`src/rtl/memory_cycle_pkg.sv`:
```
// Shared types and constants for the memory stage: FSM state codes,
// the held memory-op payload and the M/W pipeline register payload.
package memory_cycle_pkg;

  localparam int unsigned XLEN       = 32;
  localparam int unsigned REG_ADDR_W = 5;
  localparam int unsigned WAIT_CNT_W = 8;

  typedef logic [0:0] mem_state_t;
  localparam mem_state_t MEM_IDLE = 1'b0;
  localparam mem_state_t MEM_WAIT = 1'b1;

  // Everything the stage needs to finish an op after the M inputs move on.
  typedef struct packed {
    logic                  reg_write;
    logic                  result_src;
    logic                  mem_write;
    logic [REG_ADDR_W-1:0] rd;
    logic [XLEN-1:0]       pc_plus4;
    logic [XLEN-1:0]       alu_result;
    logic [XLEN-1:0]       write_data;
  } mem_op_t;

  typedef struct packed {
    logic                  reg_write;
    logic                  result_src;
    logic [REG_ADDR_W-1:0] rd;
    logic [XLEN-1:0]       pc_plus4;
    logic [XLEN-1:0]       alu_result;
    logic [XLEN-1:0]       read_data;
  } wb_reg_t;

  localparam wb_reg_t BUBBLE = '0;

  // Builds the writeback payload for a finished op with the given load data.
  function automatic wb_reg_t to_wb(input mem_op_t op, input logic [XLEN-1:0] rdata);
    wb_reg_t w;
    w.reg_write  = op.reg_write;
    w.result_src = op.result_src;
    w.rd         = op.rd;
    w.pc_plus4   = op.pc_plus4;
    w.alu_result = op.alu_result;
    w.read_data  = rdata;
    return w;
  endfunction

endpackage

```
`src/rtl/memory_cycle.sv`:
```
// RISC-V memory stage: issues loads/stores over a req/ready bus, stalls the
// front of the pipe while waiting, aborts hung accesses and drives the M/W register.
module memory_cycle
  import memory_cycle_pkg::*;
#(
  parameter int unsigned     MAX_WAIT  = 16,
  parameter logic [XLEN-1:0] ERR_RDATA = 32'h0000_0000
) (
  input  logic                  clk,
  input  logic                  rst,
  input  logic                  RegWriteM,
  input  logic                  MemWriteM,
  input  logic                  ResultSrcM,
  input  logic [REG_ADDR_W-1:0] RD_M,
  input  logic [XLEN-1:0]       PCPlus4M,
  input  logic [XLEN-1:0]       WriteDataM,
  input  logic [XLEN-1:0]       ALU_ResultM,
  output logic                  dmem_req,
  output logic                  dmem_we,
  output logic [XLEN-1:0]       dmem_addr,
  output logic [XLEN-1:0]       dmem_wdata,
  input  logic                  dmem_ready,
  input  logic [XLEN-1:0]       dmem_rdata,
  output logic                  StallM,
  output logic                  RegWriteW,
  output logic                  ResultSrcW,
  output logic [REG_ADDR_W-1:0] RD_W,
  output logic [XLEN-1:0]       PCPlus4W,
  output logic [XLEN-1:0]       ALU_ResultW,
  output logic [XLEN-1:0]       ReadDataW,
  output logic                  BusErr
);

  mem_state_t            state_q, state_d;
  logic [WAIT_CNT_W-1:0] cnt_q, cnt_d;
  mem_op_t               held_q, held_d;
  wb_reg_t               w_q, w_d;
  logic                  berr_q, berr_d;

  mem_op_t         op_in_c;
  mem_op_t         cur_op_c;
  logic            cur_mem_op_c;
  logic            last_wait_c;
  logic [XLEN-1:0] load_data_c;
  logic            req_c;
  logic            stall_c;

  assign op_in_c = '{
    reg_write:  RegWriteM,
    result_src: ResultSrcM,
    mem_write:  MemWriteM,
    rd:         RD_M,
    pc_plus4:   PCPlus4M,
    alu_result: ALU_ResultM,
    write_data: WriteDataM
  };

  // In WAIT the bus is driven from the held copy so it is immune to M-input churn.
  assign cur_op_c     = (state_q == MEM_WAIT) ? held_q : op_in_c;
  assign cur_mem_op_c = cur_op_c.mem_write | cur_op_c.result_src;
  assign last_wait_c  = (cnt_q == WAIT_CNT_W'(MAX_WAIT - 1));
  assign load_data_c  = cur_op_c.mem_write ? '0 : dmem_rdata;

  always_ff @(posedge clk or negedge rst) begin
    if (!rst) begin
      state_q <= MEM_IDLE;
      cnt_q   <= '0;
      held_q  <= '0;
      w_q     <= BUBBLE;
      berr_q  <= 1'b0;
    end else begin
      state_q <= state_d;
      cnt_q   <= cnt_d;
      held_q  <= held_d;
      w_q     <= w_d;
      berr_q  <= berr_d;
    end
  end

  // Next-state, watchdog and writeback selection.
  always_comb begin
    state_d = state_q;
    cnt_d   = cnt_q;
    held_d  = held_q;
    w_d     = BUBBLE;
    berr_d  = berr_q;
    req_c   = 1'b0;
    stall_c = 1'b0;
    case (state_q)
      MEM_IDLE: begin
        held_d = op_in_c;
        if (!cur_mem_op_c) begin
          w_d = to_wb(op_in_c, '0);
        end else begin
          req_c = 1'b1;
          if (dmem_ready) begin
            w_d = to_wb(op_in_c, load_data_c);
          end else begin
            stall_c = 1'b1;
            state_d = MEM_WAIT;
            cnt_d   = '0;
          end
        end
      end
      MEM_WAIT: begin
        req_c = 1'b1;
        if (dmem_ready) begin
          w_d     = to_wb(held_q, load_data_c);
          state_d = MEM_IDLE;
        end else if (last_wait_c) begin
          // Watchdog abort: release the pipe and retire the op with the error pattern.
          w_d     = to_wb(held_q, ERR_RDATA);
          berr_d  = 1'b1;
          state_d = MEM_IDLE;
        end else begin
          stall_c = 1'b1;
          cnt_d   = WAIT_CNT_W'(cnt_q + WAIT_CNT_W'(1));
        end
      end
      default: state_d = MEM_IDLE;
    endcase
  end

  assign dmem_req   = req_c & rst;
  assign StallM     = stall_c & rst;
  assign dmem_we    = cur_op_c.mem_write;
  assign dmem_addr  = cur_op_c.alu_result;
  assign dmem_wdata = cur_op_c.write_data;

  assign RegWriteW   = w_q.reg_write;
  assign ResultSrcW  = w_q.result_src;
  assign RD_W        = w_q.rd;
  assign PCPlus4W    = w_q.pc_plus4;
  assign ALU_ResultW = w_q.alu_result;
  assign ReadDataW   = w_q.read_data;
  assign BusErr      = berr_q;

endmodule

```
`config.mk`:
```
export PLATFORM = sky130hd
export DESIGN_NAME = memory_cycle
export DESIGN_NICKNAME = d
export VERILOG_FILES = /design/src/rtl/memory_cycle_pkg.sv /design/src/rtl/memory_cycle.sv
export SDC_FILE = /design/constraint.sdc
export NUM_CORES = 1
export LEC_CHECK = 0
export BUFFER_PORTS_ARGS = -buffer_cell sky130_fd_sc_hd__clkbuf_2
export CAP_MARGIN = 30
export CORE_MARGIN = 4
export CORE_UTILIZATION = 40
export DETAILED_ROUTE_END_ITERATION = 8
export PLACE_DENSITY_LB_ADDON = 0.3
export SLEW_MARGIN = 20
export SYNTH_ARGS = -nofsm -noshare
export SYNTH_HDL_FRONTEND = slang
export SYNTH_SLANG_ARGS = --single-unit
```
`constraint.sdc`:
```
create_clock -name clk -period 5.1 [get_ports clk]
set_input_delay 1.53 -clock clk [delete_from_list [all_inputs] [get_ports clk]]
set_output_delay 1.53 -clock clk [all_outputs]
set_load 0.05 [all_outputs]
```
==> impl_metrics.yaml <==
final_layout:
  areaGrowthSynthToFinish_pct: 25.8
  drive_gt1_share_pct: 40.1
  multi_input_area_sq_mm: 0.00222
  instances_no_fill: 1255
  nNetsFinal: 1107
  antenna_cells: 0
  n_fill_cell: 1843
  register_area_sq_mm: 0.00543
cts:
  cts_buffers: 24
  hold_buffers: 0
  h-tree-depth: 1
  clockBufferDepth: 3
  cts-resized-gates: 0
  cts_setup_buffers: 0
  clock_sinks: 217
  insertion_delay_ns: 0.50
  cts-root-buf: "clkbuf_16"
  clk_pin_slew_ns: 0.06
  cts_tree: "built"
sta:
  fin_ws_ns: 0.902
  slew_violations: 0
  hold_viol_final: 0
  timing.final.crit_share_pct: 82.3
  min_period_ns: 4.20
  setup_tns_ns: 0
  max_freq_mhz: 238
  rsz0062_at_grt: "no"
  clock_skew_ns: 0.00788
  max_slew_margin_pct: 38.7
  finalSetupViolCount: 0
  worst_pin_slew_ns: 0.917
synth:
  synth_area_leader_cell: "dfrtp_1"
  synth-seq-cells: 217
  syn_avg_cell_area_sq_um: 11.5
  seq_area_frac_synth_pct: 65.0
  synth_ff_type: "dfrtp_1"
  synth_top_area_share_pct: 65.0
  ys_types: 40
  async_reset_ff_share_pct: 100
  synth-warning-count: 0
  syn-cell-area_sq_mm: 0.00836
  synth_edf_count: 0
  synthesis.nets: 866
  yosys-top-cells-area: "dfrtp_1 65%, nand2_1 9.6%, buf_4 5.8%"
  syn_inst: 726
power:
  total_leakage_power_nw: 5.61
  power_mw: 5.20
  power_density_mw_per_mm2: 494
  ir_drop_mv: 0.309
die:
  fp.dieW_um: 153
  rows: 52
  dieArea_sq_mm: 0.0233
  initial_utilization_pct: 41.0
  die_h_um: 153
  num_io_pins: 310
  core-area_sq_mm: 0.0204
placement:
  gp_congestion: 0.783
  pre_cts_slack_ns: 0.905
  detailed_place_hpwl_um: 13400
  dp.cells: 1211
  io_buffers: 309
status:
  status: "complete, no violations"
min_path:
  hp-class: "flip-flop to flip-flop"
  min_path_cells: 2
worst_setup_path:
  r2r_setup_slack_ns: 2.75
  worst_r2r_path_depth: 4
  path_cells: "clkbuf_2, nor3_1, nor2_4, o311a_1, clkbuf_2"
  worstSetupPathType: "input pin to output port"
  cp_slowest_stage_delay_ns: 0.56
  cp-start-kind: "input pin"
  crit_path_frequent_cell: "clkbuf_2"
  worst-path-max-fanout: 5
  critPathRequiredTime_ns: 3.57
  slowest_stage: "nor3_1"
  crit_path_end_kind: "output port"
  crit_arrival_ns: 2.67
route:
  route.detailed.drc: 0
  drt_pass1_iterations: 4
  totalWireLength_um: 20000
  antenna_left: 0
  wl_per_cell_um: 15.9
  vias: 6010
  first_iter_violations: 364
  avgViaCountPerCell: 4.79
global_route:
  overflow: 0
  grt_first_pass_wirelength_um: 32900
  track_usage_pct: 16.9
  grt_max_degree: 119
  antenna_found_initial: 0
  grt_pass1_vias: 6310
flow_run:
  cap_violations: 0
[cells in the mapped netlist, types with 2 or more instances]
library cell  number
nand3_1            5
buf_1              6
mux2_2            33
o22ai_1           70
and2_1            32
nand4b_1           2
o21ai_0            5
nand4_1            3
nor2_1             4
nand2_1          213
a21oi_1            2
or4_1              2
and3_1             3
clkbuf_1           5
buf_6              7
inv_1              3
a21o_1             2
o221ai_1           2
buf_4             65
dfrtp_1          217
buf_2             17
nand2b_1           3
nor2b_1            2
o211ai_1           5
clkbuf_2           3
[stage by stage]
step / util, % / instance area, sq um / hold slack [ns]
2_1_floorplan: - / 8360 / 0.436
3_3_place_gp: 47.3 / 9640 / 0.447
3_5_place_dp: 47.4 / 9660 / 0.453
4_1_cts: 51.6 / 10500 / 0.467
5_1_grt: 51.6 / 10500 / 0.489
6_report: 51.6 / 10500 / 0.462
[routing by layer]
layer	wire, um	vias to the layer above	GRT usage (%)
li1	-	2874	-
met1	8260	2872	21.3
met2	9790	223	29.0
met3	1500	41	4.60
met4	452	0	4.50
met5	0	-	0
[where the power goes]
part	internal, mW	total (mW)	switching (mW)
Sequential	1.96	2.03	0.0725
Clock	1.16	1.82	0.661
Combinational	0.308	1.35	1.04
[path summary, 6_finish.rpt]
path                                        startpoint                endpoint
worst max-delay path                         MemWriteM                  StallM
min in group asynchronous                          rst   held_q[101]$_DFF_PN0_
worst min-delay path            held_q[86]$_DFFE_PN0N_  held_q[86]$_DFFE_PN0N_
worst max register to register       state_q$_DFF_PN0_  ReadDataW[1]$_DFF_PN0_
worst min register to register  held_q[86]$_DFFE_PN0N_  held_q[86]$_DFFE_PN0N_
max in group asynchronous                          rst    held_q[46]$_DFF_PN0_
[flip-flops by register name (all words and copies together), names as in the netlist]
register and cells:
state_q 1, BusErr 1, ResultSrcW 1, RegWriteW 1, ALU_ResultW 32, held_q 104
cnt_q 8, PCPlus4W 32, ReadDataW 32, RD_W 5
[cell families after synthesis]
family	after synthesis	share of synthesized area, %
buffers and inverters	106	8.61
DFF	217	65.0
muxes	33	4.45
adders and majority gates	1	0.150
and+or+nand+nor	273	14.2
AOI/OAI and AO/OA	96	7.61
[layout by cell type (no fill, tap or decap), types with 2 or more instances in the layout]
master,Yosys,layout
nand3_1,5,5
a21oi_4,1,2
a21oi_1,2,2
dfrtp_1,217,216
clkbuf_16,0,25
nor2_1,4,3
o21ai_0,5,5
o22ai_1,70,70
nor2b_1,2,2
nand2_1,213,213
and3_1,3,3
and2_1,32,32
buf_12,0,3
nand4b_1,2,2
mux2_2,33,33
o221ai_1,2,2
clkbuf_1,5,7
a21o_1,2,2
clkinv_2,0,3
nand2b_1,3,3
bufinv_16,0,4
clkbuf_8,0,4
buf_4,65,6
o211ai_1,5,5
or4_1,2,2
inv_1,3,2
clkbuf_2,3,308
nand4_1,3,3
[final cells by class]
cell class / count / share of cell area (%)
Clock buffer: 36 / 6.72
Clock inverter: 8 / 1.36
Inverter: 3 / 0.107
Multi-Input combinational cell: 403 / 21.1
Sequential cell: 217 / 51.7
Tap cell: 270 / 3.21
Timing Repair Buffer: 318 / 15.8
[worst max-delay path, delay by kind of cell]
kind / cells / cell delay, ns
buffers and inverters: 2 / 0.38
AND/OR/NAND/NOR: 2 / 0.60
AO/OA/AOI/OAI: 1 / 0.17
(Power assumes the default switching activity.)
